[src/rtl/ser_lanes_param.sv]
// Multi-lane word serializer with sync-word training, idle insertion and per-word bit order.
// Optional saturating underrun counter is built when SER_UNDERRUN_CNT_EN is defined.
`timescale 1ns/1ps

module ser_lanes_param #(
    parameter int unsigned N_LANES   = 4,
    parameter int unsigned WORD_W    = 32,
    parameter logic [31:0] SYNC_WORD = 32'h5A5A5A5A,
    parameter logic [31:0] IDLE_WORD = 32'hEAAAAAAA,
    parameter int unsigned SYNC_LEN  = 8
) (
    input  logic                        CLK,
    input  logic                        RST,
    input  logic [N_LANES*WORD_W-1:0]   DATA_IN,
    input  logic [N_LANES-1:0]          DATA_VALID,
    input  logic                        SYNC_REQ,
    input  logic                        LSB_FIRST,
    output logic                        HANDSHAKE,
    output logic [N_LANES-1:0]          SER_OUT,
    output logic                        TRAINING,
    output logic [15:0]                 UNDERRUN_CNT
);

    localparam int unsigned CNT_W = $clog2(WORD_W);
    localparam logic [CNT_W-1:0] LAST_BIT = CNT_W'(WORD_W - 1);
    localparam logic [7:0] SYNC_LAST = 8'(SYNC_LEN - 1);
    localparam logic [WORD_W-1:0] SYNC_FIT = WORD_W'(SYNC_WORD);
    localparam logic [WORD_W-1:0] IDLE_FIT = WORD_W'(IDLE_WORD);

    typedef enum logic {
        ST_SYNC = 1'b0,
        ST_RUN  = 1'b1
    } state_t;

    state_t             state;
    logic [CNT_W-1:0]   bit_cnt;
    logic [7:0]         sync_cnt;
    logic [WORD_W-1:0]  shreg [N_LANES];
    logic [WORD_W-1:0]  load_word [N_LANES];

    logic load_edge;
    logic burst_done;
    logic take_data;

    // LSB-first words are stored reversed so the outgoing bit is always the register MSB.
    function automatic logic [WORD_W-1:0] bit_order(input logic [WORD_W-1:0] w, input logic lsb);
        logic [WORD_W-1:0] r;
        for (int i = 0; i < WORD_W; i++) begin
            r[i] = w[WORD_W-1-i];
        end
        return lsb ? r : w;
    endfunction

    assign load_edge  = (bit_cnt == LAST_BIT);
    assign burst_done = (state == ST_SYNC) && (sync_cnt == SYNC_LAST);
    assign take_data  = load_edge && !SYNC_REQ && ((state == ST_RUN) || burst_done);

    assign HANDSHAKE = take_data;
    assign TRAINING  = (state == ST_SYNC);

    always_comb begin
        for (int k = 0; k < N_LANES; k++) begin
            load_word[k] = SYNC_FIT;
            if (take_data) begin
                load_word[k] = DATA_VALID[k] ? DATA_IN[k*WORD_W +: WORD_W] : IDLE_FIT;
            end
        end
    end

    always_comb begin
        for (int k = 0; k < N_LANES; k++) begin
            SER_OUT[k] = shreg[k][WORD_W-1];
        end
    end

    // Word framing, lane shift registers and training/run sequencing.
    always_ff @(posedge CLK) begin
        if (RST) begin
            state    <= ST_SYNC;
            bit_cnt  <= '0;
            sync_cnt <= '0;
            for (int k = 0; k < N_LANES; k++) begin
                shreg[k] <= SYNC_FIT;
            end
        end else if (load_edge) begin
            bit_cnt <= '0;
            for (int k = 0; k < N_LANES; k++) begin
                shreg[k] <= bit_order(load_word[k], LSB_FIRST);
            end
            case (state)
                ST_SYNC: begin
                    if (burst_done) begin
                        sync_cnt <= '0;
                        if (!SYNC_REQ) begin
                            state <= ST_RUN;
                        end
                    end else begin
                        sync_cnt <= sync_cnt + 8'd1;
                    end
                end
                ST_RUN: begin
                    if (SYNC_REQ) begin
                        state    <= ST_SYNC;
                        sync_cnt <= '0;
                    end
                end
                default: state <= ST_SYNC;
            endcase
        end else begin
            bit_cnt <= bit_cnt + CNT_W'(1);
            for (int k = 0; k < N_LANES; k++) begin
                shreg[k] <= {shreg[k][WORD_W-2:0], 1'b0};
            end
        end
    end

`ifdef SER_UNDERRUN_CNT_EN
    logic [3:0]  miss_cnt;
    logic [15:0] underrun_q;
    logic [16:0] underrun_sum;

    always_comb begin
        miss_cnt = 4'd0;
        for (int k = 0; k < N_LANES; k++) begin
            if (!DATA_VALID[k]) begin
                miss_cnt = miss_cnt + 4'd1;
            end
        end
    end

    assign underrun_sum = {1'b0, underrun_q} + 17'(miss_cnt);

    // Counts every lane-word replaced by the idle word; saturates instead of wrapping.
    always_ff @(posedge CLK) begin
        if (RST) begin
            underrun_q <= 16'h0000;
        end else if (take_data) begin
            underrun_q <= underrun_sum[16] ? 16'hFFFF : underrun_sum[15:0];
        end
    end

    assign UNDERRUN_CNT = underrun_q;
`else
    assign UNDERRUN_CNT = 16'h0000;
`endif

endmodule

[config.mk]
export PLATFORM = sky130hd
export DESIGN_NAME = ser_lanes_param
export DESIGN_NICKNAME = d
export VERILOG_FILES = /design/src/rtl/ser_lanes_param.sv
export SDC_FILE = /design/constraint.sdc
export NUM_CORES = 1
export LEC_CHECK = 0
export CAP_MARGIN = 30
export CORE_MARGIN = 1.5
export CORE_UTILIZATION = 52
export DETAILED_ROUTE_END_ITERATION = 10
export HOLD_SLACK_MARGIN = 0.02
export PLACE_DENSITY = 0.87
export SYNTH_ARGS = -nofsm -noshare
export SYNTH_HDL_FRONTEND = slang
export SYNTH_SLANG_ARGS = --single-unit
export TNS_END_PERCENT = 30
[constraint.sdc]
create_clock -name CLK -period 3.1 [get_ports CLK]
set_input_delay 0.62 -clock CLK [delete_from_list [all_inputs] [get_ports CLK]]
set_output_delay 0.62 -clock CLK [all_outputs]
set_load 0.02 [all_outputs]
==> results of run 1 <==
[state kept, by name (all words and copies together) (netlist names)]
name / flops
sync_cnt: 8
state: 1
shreg: 128
bit_cnt: 5
[report_power, final]
part           internal (uW)  switching (uW)
Clock                   1160             753
Combinational            257             238
Sequential              2200            31.7
Total                   3610            1020
[synthesized netlist by cell type, drive strengths merged, types with 8 or more instances]
cell type,n
nor3,9
a31oi,15
buf,42
edfxtp,126
o21ai,14
clkbuf,35
nand3,12
inv,48
a221oi,45
mux2i,8
nand2,32
nor2,88
a221o,43
a21oi,59
and2,25
and3,26
dfxtp,16
o221ai,13
[worst max-delay path by stage]
stage / start / end / cells past startpoint / slack, ns
final: bit_cnt[0]$_SDFF_PN0_ / HANDSHAKE / 7 / 0.18
after global routing: bit_cnt[0]$_SDFF_PN0_ / HANDSHAKE / 7 / 0.01
after detailed placement: SYNC_REQ / shreg[2][6]$_DFFE_PP_ / 5 / 0.30
after global placement: SYNC_REQ / shreg[2][14]$_DFFE_PP_ / 5 / 0.38
after CTS: bit_cnt[0]$_SDFF_PN0_ / HANDSHAKE / 7 / 0.17
after floorplan: bit_cnt[0]$_SDFF_PN0_ / shreg[3][21]$_DFFE_PP_ / 10 / 0.77
[cell type report]
type | count | area share [%]
Multi-Input combinational cell | 583 | 33.2
Inverter | 48 | 1.79
Clock buffer | 28 | 5.24
Timing Repair Buffer | 172 | 16.7
Tap cell | 180 | 2.23
Clock inverter | 4 | 0.236
Sequential cell | 142 | 40.7
[worst max-delay path, cell delays in order (launching register included)]
cell and delay (ns):
dfxtp_1 0.35, ha_1 0.18, and3_1 0.16, ha_1 0.21, nor2b_1 0.18, nand2_1 0.12
inv_1 0.07, clkdlybuf4s50_1 0.60
[per-layer routing]
| layer | GRT usage, % | vias up | wire length [um] |
|---|---|---|---|
| li1 | - | 3044 | - |
| met2 | 48.6 | 414 | 10300 |
| met3 | 6.27 | 49 | 2030 |
| met4 | 12.9 | 0 | 600 |
| met1 | 36.0 | 3124 | 8110 |
| met5 | 0 | - | 0 |
[stage by stage]
step,setup WS (ns),power [uW],hold WS [ns],util (%)
floorplan,0.767,2490,0.418,-
global placement,0.379,2730,0.430,68.2
detailed placement,0.303,2750,0.437,68.2
CTS,0.170,4640,0.446,72.1
global route,0.0133,4770,0.494,72.1
finish,0.185,4630,0.447,72.1
[kinds of logic (layout without fill, tap and decap cells)]
kind of cell	count (synthesis)	after routing
simple gates	215	215
compound gates	209	209
flops	142	142
buf+inv	125	252
mux	8	8
xor+xnor	6	6
fa+ha+maj	3	3
other cells	2	142
==> impl_results.md, run 1 <==
- Status: complete, no violations
- Crit path DAT: ~2.3 ns
- R2r setup slk: roughly 0.53 ns
- Dominant combinational cell family by area after synthesis: compound AO/OA/AOI/OAI gates
- Final Skew: slightly below 0.008 ns
- Placed Instance Area: roughly 9500 um^2
- MaxCap Viol Count: 0
- Hold Buf Count CTS: 0
- DP Cell Count: around 1,100
- Share of the synthesized area in the top cell type: 50.5%
- Measured slew at the worst slew-check pin: around 0.9 ns
- Critical R2R Capture: shreg[0][25]$_DFFE_PP_
- Clock Tree Buf Depth: 2
- Clk_lat worst skew: about 0.42 ns
- Vias per inst: 5.73
- Seq/Total Area, Yosys: between 50% and 60%
- Die area: about 15,000 um^2
- Ant. Diodes: 0
- Post-Layout Cell Count: 1,157
- Final Hold Viols: 0
- Crit path kind: flip-flop to output port
- Startpoint Class: flip-flop
- Post-synth cell types: 47
- Fin. max-slew vios: 0
- Rel. slew slack: 38.7%
- Worst VDD drop: 0.378 mV
- Die width: ~120 um
- # setup viols final: 0
- Flops & latches, synth: approximately 140
- Synth Area in Adders: less than 1%
- Hold depth: 1
- Unrepaired setup endpoints after global routing: false
- # Post-CTS Setup Buffers: 0
- DRC marker count from the first detailed-route iteration: 686
- # port buffers: about 140
- Top FF cell, synth: edfxtp_1
- Number of buffers created by CTS: 17
- Post-Synth Simple-Gate Area: between 10% and 20%
- Worst r2r src: sync_cnt[3]$_SDFFE_PP0P_
- Pin count of the biggest net entering global routing: between 60 and 70
- Synth Area in XOR/XNOR: less than 1%
- Post-synth EDFFs: 126
- Hold WC Path Type: flip-flop to flip-flop
- Area delta synth->final: 34.7%
- Hold EP: bit_cnt[0]$_SDFF_PN0_
- Final #Nets: roughly 1,100
- Core area: between 10,000 and 15,000 um^2
- Commonest non-fill, non-tap cells in the layout: conb_1, clkdlybuf4s50_1, edfxtp_1
- Leading area contributor after synthesis: edfxtp_1
- Vert. Die Dim: 123 um
- Clk root buf: clkbuf_16
- Mean area per synthesized cell: approximately 11 um^2
- Number of fill cells in the layout: between 1,000 and 1,500
- HP Start: bit_cnt[0]$_SDFF_PN0_
- Remaining DRCs: 0
- Crit path time final: about 3 ns
- Post-DRT Antenna Nets: 0
- IO Pins: roughly 160
- Setup crit end kind: output port
- Number of global-route vias before repair: 6,523
- Fmax: between 300 and 400 MHz
- Worst Reg-to-Reg Cells: 4
- RD Place Congestion: ~0.83
- Cells after synthesis: 710
- YS warnings: 0
- WL final: about 21,000 um
- Period utilisation layout: 94.0%
- Tot GR Track Use: between 20 and 30%
- Global-route wire length before repair: between 30,000 and 40,000 um
- Post-synthesis mux area share: about 1.1%
- Routed len/inst: 18.2 um
- Sink Count: roughly 140
- Crit Path Max Fanout: 4
- Commonest non-fill, non-tap cell in the layout: conb_1
- Setup TNS: 0 ns
- Global route overflow: 0
- Starting Density: roughly 54%
- Layout cells sized above 1: around 6.7%
- Async S/R FF share, synth: 0%
- Final HPWL DP: between 10,000 and 15,000 um
- # resized after CTS: 0
- Final instance area: between 10,000 and 15,000 um^2
- Clock-pin slew on the worst setup and hold paths: around 0.06 ns
- Row count: 43
- Required time of the critical path: between 2 and 2.5 ns
- TritonCTS clock tree: yes
- DR vias: between 6,000 and 7,000
- Compound-cell area share of the yosys netlist: 20.8%
- Leakage power: approximately 0.004 uW
- Register area: 4100 um^2
- Area occupied by multi-input gates: 3350 um^2
- H-tree depth: 4
- Synth area leaders: edfxtp_1, a221o_1, a221oi_1
- Power density over the cells: roughly 460 nW/um^2
- Initial antenna violation count: 0
- Mapped Area: 7490 um^2
- First-pass detailed-route iteration total: 5
No activity file was read; power rests on OpenSTA's default activity.
==> run 2, diff against run 1 <==
Settings changed: CAP_MARGIN 30 to unset.
==> results of run 2 <==
No change in the layout: final DEF, timing and power equal those of run 1.
==> run 3, diff against run 2 <==
Settings changed: CORE_UTILIZATION 52 to 47, PLACE_DENSITY 0.87 to 0.83, TNS_END_PERCENT 30 to 1.
Clock period 3.1 ns to 2.6 ns, I/O delays scaled along.
==> impl_results.md, run 3 (synthesized netlist as in run 1, its figures left out) <==
- Worst VDD drop: between 0.5 and 0.6 mV
- Startpoint Class: flip-flop
- Die area: about 17,000 um^2
- Unrepaired setup endpoints after global routing: false
- Period utilisation layout: 92.1%
- Area delta synth->final: 37.2%
- Clock-pin slew on the worst setup and hold paths: about 0.060 ns
- Crit path DAT: ~1.9 ns
- Starting Density: between 40% and 50%
- DR vias: between 6,000 and 7,000
- DRC marker count from the first detailed-route iteration: roughly 630
- Final Skew: between 0.005 and 0.006 ns
- Clk root buf: clkbuf_16
- Number of buffers created by CTS: 17
- Layout cells sized above 1: between 7 and 8%
- Sink Count: roughly 140
- # setup viols final: 0
- Biggest register: shreg
- Global-route wire length before repair: about 33,000 um
- Final HPWL DP: approximately 15,000 um
- Commonest non-fill, non-tap cell in the layout: conb_1
- Pin count of the biggest net entering global routing: 63
- Initial antenna violation count: 0
- Clk_lat worst skew: 0.42 ns
- Final Core Density: around two thirds
- Vert. Die Dim: 129 um
- Ant. Diodes: 0
- RD Place Congestion: 0.826
- IO Pins: 158
- Setup crit end kind: output port
- TritonCTS clock tree: yes
- Leakage power: 0.00415 uW
- Rel. slew slack: a little under three fifths
- Fmax: approximately 420 MHz
- Vias per inst: between 5 and 6
- Final #Nets: 1,116
- Required time of the critical path: 2.08 ns
- Global route overflow: 0
- Routed len/inst: between 15 and 20 um
- Clock Tree Buf Depth: 2
- WL final: between 20,000 and 25,000 um
- Crit Path Max Fanout: 6
- Power density over the cells: 545 nW/um^2
- Remaining DRCs: 0
- # Post-CTS Setup Buffers: 0
- Commonest non-fill, non-tap cells in the layout: conb_1, clkdlybuf4s50_1, edfxtp_1
- First-pass detailed-route iteration total: 7
- MaxCap Viol Count: 0
- Crit path time final: about 2.4 ns
- H-tree depth: 4
- Tot GR Track Use: between 20% and 30%
- Hold WC Path Type: flip-flop to flip-flop
- Status: complete, no violations
- Measured slew at the worst slew-check pin: 0.648 ns
- Top Registers: shreg: 128 flops, sync_cnt: 8 flops, bit_cnt: 5 flops
- Crit path kind: flip-flop to output port
- Number of global-route vias before repair: roughly 6,500
- Final Hold Viols: 0
- Die width: roughly 130 um
- Row count: 45
- Core area: 15,400 um^2
- Largest register FFs: about 130
- Post-DRT Antenna Nets: 0
- Fin. max-slew vios: 0
- Setup TNS: 0 ns
- # port buffers: 141
[run 3: changes by cell type in the layout (fill, tap and decap cells not counted), sizes merged]
cell,delta
bufinv,+3
clkinvlp,+1
clkinv,+3
buf,+13
clkbuf,-8
clkdlybuf4s50,-1
[run 3: layout make-up]
type / count / area (um^2)
multi-input cells: 583 / 3360
well taps: 211 / 264
inverters: 48 / 180
clock inverters: 11 / 125
fillers: 1194 / 5090
clock buffers: 19 / 433
flip-flops and latches: 142 / 4100
repair buffers: 185 / 1810
[run 3: layer usage]
layer  vias up  track usage [%]  routed length (um)
met5         -                0                   0
met1      3188             34.3                8610
li1       3065                -                   -
met2       392             42.2               10100
met4         0             10.3                 519
met3        52             5.62                1950
[run 3: final timing paths]
check,startpoint,end,slack [ns],cells past startpoint
worst max-delay path,sync_cnt[3]$_SDFFE_PP0P_,HANDSHAKE,0.20,5
worst min-delay path,bit_cnt[0]$_SDFF_PN0_,bit_cnt[0]$_SDFF_PN0_,0.47,1
worst max register to register,bit_cnt[0]$_SDFF_PN0_,shreg[3][26]$_DFFE_PP_,0.21,9
worst min register to register,bit_cnt[0]$_SDFF_PN0_,bit_cnt[0]$_SDFF_PN0_,0.47,1
[run 3: repair_timing]
item                                   in CTS  in global routing
setup endpoints to repair                   1                  1
endpoints found under the hold margin       0                  0
gates resized for setup                     2                  3
hold buffers                                0                  0
[run 3: critical path: stages (launching register included)]
cell      delay, ns
dfxtp_1        0.36
or4_4          0.55
o21ai_4        0.20
nand2_1        0.12
inv_1          0.07
clkbuf_2       0.16
[run 3: power breakdown]
group	switching, uW	internal, uW
Combinational	284	309
Clock	881	1470
Sequential	38.8	2620
Total	1200	4400
[run 3: through the flow]
stage	std cells	instance area (um^2)	hold WS (ns)	power, uW	setup slack (ns)
3_3_place_gp	1169	9710	0.433	3260	0.0906
5_1_grt	1199	10300	0.485	5750	0.00568
2_1_floorplan	850	8020	0.418	2970	0.267
6_report	1199	10300	0.467	5600	0.205
4_1_cts	1199	10300	0.465	5600	0.0219
3_5_place_dp	1169	9710	0.452	3280	0.0870
